`config.mk`:
```
export PLATFORM = sky130hd
export DESIGN_NAME = pc_sequencer_flat
export DESIGN_NICKNAME = d
export VERILOG_FILES = /design/src/rtl/pc_sequencer_if.sv /design/src/rtl/pc_sequencer.sv /design/src/flat_wrapper.sv
export SDC_FILE = /design/constraint.sdc
export NUM_CORES = 1
export LEC_CHECK = 0
export CORE_MARGIN = 2
export CORE_UTILIZATION = 40
export CTS_CLUSTER_SIZE = 20
export DETAILED_ROUTE_END_ITERATION = 10
export GPL_TIMING_DRIVEN = 0
export HOLD_SLACK_MARGIN = 0.05
export PLACE_DENSITY = 0.67
export SLEW_MARGIN = 20
export SYNTH_ARGS = -nofsm -noshare
export SYNTH_HDL_FRONTEND = slang
export SYNTH_SLANG_ARGS = --single-unit
```
`constraint.sdc`:
```
create_clock -name clk -period 5.3 [get_ports clk]
set_input_delay 1.06 -clock clk [delete_from_list [all_inputs] [get_ports clk]]
set_output_delay 1.06 -clock clk [all_outputs]
set_load 0.01 [all_outputs]
```
`src/rtl/pc_sequencer_if.sv`:
```
// pc_sequencer_if -- request/status bundle between the fetch/exec control
// logic (master) and the program-counter sequencer (slave).
//   requests : advance, redirect, redirect_target, call, ret, trap, trap_pc, mret
//   status   : pc, pc_inc, epc, in_trap, ras_count, misaligned, ras_underflow
`timescale 1ns/1ps
interface pc_sequencer_if #(
    parameter int unsigned XLEN      = 32,
    parameter int unsigned RAS_DEPTH = 4
);
    localparam int unsigned CW = $clog2(RAS_DEPTH) + 1;

    logic            advance;
    logic            redirect;
    logic [XLEN-1:0] redirect_target;
    logic            call;
    logic            ret;
    logic            trap;
    logic [XLEN-1:0] trap_pc;
    logic            mret;

    logic [XLEN-1:0] pc;
    logic [XLEN-1:0] pc_inc;
    logic [XLEN-1:0] epc;
    logic            in_trap;
    logic [CW-1:0]   ras_count;
    logic            misaligned;
    logic            ras_underflow;

    modport master (
        output advance, redirect, redirect_target, call, ret, trap, trap_pc, mret,
        input  pc, pc_inc, epc, in_trap, ras_count, misaligned, ras_underflow
    );

    modport slave (
        input  advance, redirect, redirect_target, call, ret, trap, trap_pc, mret,
        output pc, pc_inc, epc, in_trap, ras_count, misaligned, ras_underflow
    );
endinterface

```
`src/rtl/pc_sequencer.sv`:
```
// pc_sequencer -- program counter with return-address stack and trap entry/exit.
//   clk   : rising-edge clock
//   reset : synchronous, active-high
//   bus   : pc_sequencer_if.slave (requests in, pc/epc/RAS status out)
// One action per cycle, priority trap > mret(in trap) > redirect > ret > advance.
`timescale 1ns/1ps
module pc_sequencer #(
    parameter int unsigned     XLEN         = 32,
    parameter logic [XLEN-1:0] RESET_VECTOR = '0,
    parameter logic [XLEN-1:0] TRAP_VECTOR  = XLEN'('h100),
    parameter int unsigned     RAS_DEPTH    = 4
) (
    input logic           clk,
    input logic           reset,
    pc_sequencer_if.slave bus
);
    localparam int unsigned AW = $clog2(RAS_DEPTH);
    localparam int unsigned CW = AW + 1;
    localparam logic [CW-1:0] FULL = CW'(RAS_DEPTH);

    typedef enum logic [2:0] {
        ACT_HOLD, ACT_ADV, ACT_RET, ACT_REDIR, ACT_MRET, ACT_TRAP
    } act_t;

    act_t            act;
    logic [XLEN-1:0] pc, epc, pc_inc;
    logic            in_trap, misaligned, ras_underflow;
    logic [CW-1:0]   count;
    logic [AW-1:0]   wr_ptr;   // next free slot; top of stack is wr_ptr-1
    logic [AW-1:0]   top_ptr;
    logic [XLEN-1:0] ras [RAS_DEPTH];

    logic            ras_we;
    logic [AW-1:0]   ras_waddr;
    logic            replace_top;

    assign pc_inc  = pc + XLEN'(4);
    assign top_ptr = wr_ptr - AW'(1);

    always_comb begin
        act = ACT_HOLD;
        if (bus.trap)                 act = ACT_TRAP;
        else if (bus.mret && in_trap) act = ACT_MRET;
        else if (bus.redirect)        act = ACT_REDIR;
        else if (bus.ret)             act = ACT_RET;
        else if (bus.advance)         act = ACT_ADV;
    end

    // call+ret on a redirect rewrites the top in place; an empty stack
    // has no top, so it degrades to an ordinary push.
    always_comb begin
        replace_top = bus.ret && (count != '0);
        ras_we      = (act == ACT_REDIR) && bus.call;
        ras_waddr   = replace_top ? top_ptr : wr_ptr;
    end

    // Stack storage carries no reset: count alone decides what is valid.
    always_ff @(posedge clk) begin
        if (!reset && ras_we)
            ras[ras_waddr] <= pc_inc;
    end

    always_ff @(posedge clk) begin
        if (reset) begin
            pc            <= RESET_VECTOR;
            epc           <= '0;
            in_trap       <= 1'b0;
            count         <= '0;
            wr_ptr        <= '0;
            misaligned    <= 1'b0;
            ras_underflow <= 1'b0;
        end else begin
            misaligned    <= 1'b0;
            ras_underflow <= 1'b0;
            case (act)
                ACT_TRAP: begin
                    pc      <= TRAP_VECTOR;
                    epc     <= bus.trap_pc;
                    in_trap <= 1'b1;
                end
                ACT_MRET: begin
                    pc      <= epc;
                    in_trap <= 1'b0;
                end
                ACT_REDIR: begin
                    pc         <= {bus.redirect_target[XLEN-1:2], 2'b00};
                    misaligned <= |bus.redirect_target[1:0];
                    // Pushing into a full stack wraps over the oldest entry.
                    if (bus.call && !replace_top) begin
                        wr_ptr <= wr_ptr + AW'(1);
                        if (count != FULL) count <= count + CW'(1);
                    end
                end
                ACT_RET: begin
                    if (count != '0) begin
                        pc     <= ras[top_ptr];
                        wr_ptr <= top_ptr;
                        count  <= count - CW'(1);
                    end else begin
                        pc            <= pc_inc;
                        ras_underflow <= 1'b1;
                    end
                end
                ACT_ADV: pc <= pc_inc;
                default: ;
            endcase
        end
    end

    assign bus.pc            = pc;
    assign bus.pc_inc        = pc_inc;
    assign bus.epc           = epc;
    assign bus.in_trap       = in_trap;
    assign bus.ras_count     = count;
    assign bus.misaligned    = misaligned;
    assign bus.ras_underflow = ras_underflow;
endmodule

```
`src/flat_wrapper.sv`:
```
// flat-port wrapper written by rule: the top's interface ports become plain ports
module pc_sequencer_flat 
#(
    parameter int unsigned     XLEN         = 32,
    parameter logic [XLEN-1:0] RESET_VECTOR = '0,
    parameter logic [XLEN-1:0] TRAP_VECTOR  = XLEN'('h100),
    parameter int unsigned     RAS_DEPTH    = 4
)
  (clk, reset, bus_advance, bus_redirect, bus_redirect_target, bus_call, bus_ret, bus_trap, bus_trap_pc, bus_mret, bus_pc, bus_pc_inc, bus_epc, bus_in_trap, bus_ras_count, bus_misaligned, bus_ras_underflow);
  pc_sequencer_if #(.XLEN(XLEN), .RAS_DEPTH(RAS_DEPTH)) bus_i ();
  input logic clk;
  input logic reset;
  input wire logic [$bits(bus_i.advance)-1:0] bus_advance;
  input wire logic [$bits(bus_i.redirect)-1:0] bus_redirect;
  input wire logic [$bits(bus_i.redirect_target)-1:0] bus_redirect_target;
  input wire logic [$bits(bus_i.call)-1:0] bus_call;
  input wire logic [$bits(bus_i.ret)-1:0] bus_ret;
  input wire logic [$bits(bus_i.trap)-1:0] bus_trap;
  input wire logic [$bits(bus_i.trap_pc)-1:0] bus_trap_pc;
  input wire logic [$bits(bus_i.mret)-1:0] bus_mret;
  output wire logic [$bits(bus_i.pc)-1:0] bus_pc;
  output wire logic [$bits(bus_i.pc_inc)-1:0] bus_pc_inc;
  output wire logic [$bits(bus_i.epc)-1:0] bus_epc;
  output wire logic [$bits(bus_i.in_trap)-1:0] bus_in_trap;
  output wire logic [$bits(bus_i.ras_count)-1:0] bus_ras_count;
  output wire logic [$bits(bus_i.misaligned)-1:0] bus_misaligned;
  output wire logic [$bits(bus_i.ras_underflow)-1:0] bus_ras_underflow;
  assign bus_i.advance = bus_advance;
  assign bus_i.redirect = bus_redirect;
  assign bus_i.redirect_target = bus_redirect_target;
  assign bus_i.call = bus_call;
  assign bus_i.ret = bus_ret;
  assign bus_i.trap = bus_trap;
  assign bus_i.trap_pc = bus_trap_pc;
  assign bus_i.mret = bus_mret;
  assign bus_pc = bus_i.pc;
  assign bus_pc_inc = bus_i.pc_inc;
  assign bus_epc = bus_i.epc;
  assign bus_in_trap = bus_i.in_trap;
  assign bus_ras_count = bus_i.ras_count;
  assign bus_misaligned = bus_i.misaligned;
  assign bus_ras_underflow = bus_i.ras_underflow;
  pc_sequencer #(.XLEN(XLEN), .RESET_VECTOR(RESET_VECTOR), .TRAP_VECTOR(TRAP_VECTOR), .RAS_DEPTH(RAS_DEPTH)) u_core (.clk(clk), .reset(reset), .bus(bus_i));
endmodule
```
==> impl_metrics.env <==
export IMPL_diodes=0
export IMPL_core_area_um2=21600
export IMPL_place_gp_congestion=0.859
export IMPL_stdcell_area_um2=11500
export IMPL_ys_types=53
export IMPL_syn_nets=747
export IMPL_start_kind="register"
export IMPL_cp_data_required_time_ns=4.24
export IMPL_tightest_slew_ns=0.761
export IMPL_placed_area_um2=11000
export IMPL_path_class="register to output port"
export IMPL_htree_levels=4
export IMPL_yosysWarnings=0
export IMPL_finalSetupTns_ns=0
export IMPL_post_route_drc_count=0
export IMPL_cts_made_buffers=17
export IMPL_sequentialPowerShare_pct=51.3
export IMPL_synth_top_cell_by_area="edfxtp_1"
export IMPL_drt_iter0_drc=557
export IMPL_synthCells=673
export IMPL_fmax_mhz=239
export IMPL_rsz0062_at_grt="false"
export IMPL_die_area_um2=23100
export IMPL_seqCellArea_um2=5290
export IMPL_drt_wl_total_mm=25.6
export IMPL_maxCapViolations=0
export IMPL_die_w_um=152
export IMPL_p_switching_mw=0.825
export IMPL_worstPathMaxFanout=7
export IMPL_postCtsSetupBuffers=0
export IMPL_p_int_mw=2.54
export IMPL_grt_pass1_vias=6278
export IMPL_status="finished clean"
export IMPL_cts_sinks=200
export IMPL_synth_top_area_share_pct=43.9
export IMPL_synth_cell_area_um2=8750
export IMPL_num_vias=6398
export IMPL_switching_share_pct=24.5
export IMPL_ctsResizeCount=0
export IMPL_multi_input_area_um2=3150
export IMPL_comb_power_share_pct=11.4
export IMPL_area_growth_pct=31.9
export IMPL_cp_data_arrival_time_ns=3.13
export IMPL_port_buffer_count=172
export IMPL_power_frac_clock_pct=37.3
export IMPL_holdBufCountCts=0
export IMPL_power_density_nw_per_um2=292
export IMPL_nNetsFinal=952
export IMPL_synth_avg_cell_area_um2=13.0
export IMPL_rows=54
export IMPL_dieHeight_um=152
export IMPL_slew_viol_final=0
export IMPL_synth_seq_area_share_pct=60.4
export IMPL_fill_cells=1884
export IMPL_yosysMostFrequentCell="edfxtp_1"
export IMPL_hpwlAfterDp_mm=19.0
export IMPL_ys_top_cells_by_count="128 x edfxtp_1, 72 x dfxtp_1, 48 x nand2_1"
export IMPL_power_leakage_nw=4.01
export IMPL_clock_latency_ns=0.43
export IMPL_grtUsageTotal_pct=21.9
export IMPL_synthArstFlopShare_pct=0
export IMPL_relSlewSlack_pct=49.3
export IMPL_vias_per_cell=5.46
export IMPL_clock_skew_ns=0.0154
export IMPL_grt_max_degree=20
export IMPL_firstDrtPassIters=4
export IMPL_ir_worst_vdd_mv=0.194
export IMPL_synth_edff_count=128
export IMPL_post_place_ws_ns=1.05
export IMPL_endpoint_kind="output port"
export IMPL_postRouteAntennaNets=0
export IMPL_layout_drive_gt1_share_pct=13.5
export IMPL_min_period_over_period_pct=79.1
export IMPL_cts_buffer_depth=2
export IMPL_cts_tree="built"
export IMPL_setup_ws_ns=1.11
export IMPL_avgRoutedWirePerCell_um=21.9
export IMPL_grt_pass1_wl_mm=38.4
export IMPL_ys_flop_type="edfxtp_1"
export IMPL_antenna_found_initial=0
export IMPL_fin_crit_ns=4.19
export IMPL_synth_area_leaders="edfxtp_1 44%, dfxtp_1 16%, mux4_2 8.2%"
export IMPL_clk_pin_slew_ns=0.07
export IMPL_setup_viol=0
export IMPL_cts_root_buffer="clkbuf_16"
export IMPL_hp_class="register to register"
export IMPL_pin_count=174
export IMPL_gr_total_overflow=0
export IMPL_final_hold_viol_count=0
export IMPL_ys_seq_elements=200
export IMPL_start_util_pct=40.5
[worst max-delay path, stage by stage (launching register included)]
cell	delay, ns
dfxtp_1	0.45
ha_1	0.19
clkbuf_1	0.39
inv_1	0.12
nor4_1	0.46
nand3_1	0.16
xor2_1	0.28
inv_1	0.15
clkdlybuf4s50_1	0.50
[kinds of logic after synthesis]
logic type	Yosys count	share of synthesized area [%]
flip-flops	200	60.4
AND/OR/NAND/NOR	195	11.9
AO/OA/AOI/OAI	102	7.78
buffers and inverters	73	3.88
multiplexers	69	12.5
XOR/XNOR	32	3.20
adder cells (fa/ha/maj)	2	0.372
[metrics by stage]
| step | power, mW | util (%) | instances | hold slack (ns) |
|---|---|---|---|---|
| detailed placement | 2.14 | 50.8 | 1139 | 0.495 |
| floorplan | 1.94 | - | 673 | 0.488 |
| CTS | 3.39 | 53.4 | 1171 | 0.500 |
| global route | 3.47 | 53.4 | 1171 | 0.537 |
| global placement | 2.14 | 50.1 | 1125 | 0.489 |
| finish | 3.37 | 53.4 | 1171 | 0.513 |
[cell usage in the layout, fill, tap and decap left out, types with 4 or more instances in the layout]
cell             netlist  final
buf_1                  4      4
and2_1                 4      4
clkbuf_1              17     17
mux2i_1               36     36
clkdlybuf4s50_1        0    172
clkinv_4               0      4
clkbuf_16              0     17
edfxtp_1             128    128
nand3_1               36     36
a21oi_1               39     39
nand4_1               15     15
dfxtp_1               72     72
nand2_1               48     48
o22ai_1               18     18
buf_4                  6     11
xor2_1                 8      8
nor3_1                12     12
inv_1                 27     27
and4_1                 4      4
a221oi_1              25     25
nor4_2                 2      4
nor2_1                46     44
mux4_2                32     32
inv_6                  0      4
buf_2                 16     23
xnor2_1               24     24
[routing by layer]
layer | vias to the layer above | GRT usage [%] | wire length (um)
li1 | 2969 | - | -
met1 | 3135 | 28.6 | 11000
met2 | 260 | 35.3 | 11900
met3 | 34 | 7.05 | 2230
met4 | 0 | 5.65 | 441
met5 | - | 0 | 0
[final timing paths]
path / from / to / slack (ns) / cells after the start
setup / recovery: u_core.bus.pc[3] / bus_pc_inc[30] / 1.11 / 8
hold reg to reg: u_core.bus.epc[0] / u_core.bus.pc[0] / 0.51 / 2
hold / removal: u_core.bus.epc[0] / u_core.bus.pc[0] / 0.51 / 2
setup reg to reg: u_core.bus.in_trap / u_core.ras[2][23] / 2.46 / 8
[flip-flops by register name, indices dropped and copies added (netlist names)]
name,flops
u_core.ras,128
u_core.bus.epc,32
u_core.bus.pc,32
u_core.bus.ras_count,3
u_core.wr_ptr,2
u_core.bus.in_trap,1
u_core.bus.misaligned,1
u_core.bus.ras_underflow,1
[power by group through the flow]
stage	combinational, mW	sequential (mW)	clock (mW)
floorplan	0.178	1.76	0
global placement	0.376	1.76	0
detailed placement	0.383	1.76	0
CTS	0.386	1.73	1.27
global route	0.411	1.73	1.33
finish	0.383	1.73	1.26
[final cells by class]
cell class | count | share of cell area [%]
plain buffers | 46 | 2.06
clock buffers | 17 | 3.68
clock inverters | 15 | 1.24
inverters | 27 | 0.878
multi-input cells | 400 | 27.3
flip-flops and latches | 200 | 45.8
well taps | 280 | 3.03
repair buffers | 186 | 16.0
Note: power is estimated with default switching activity, not from simulation.
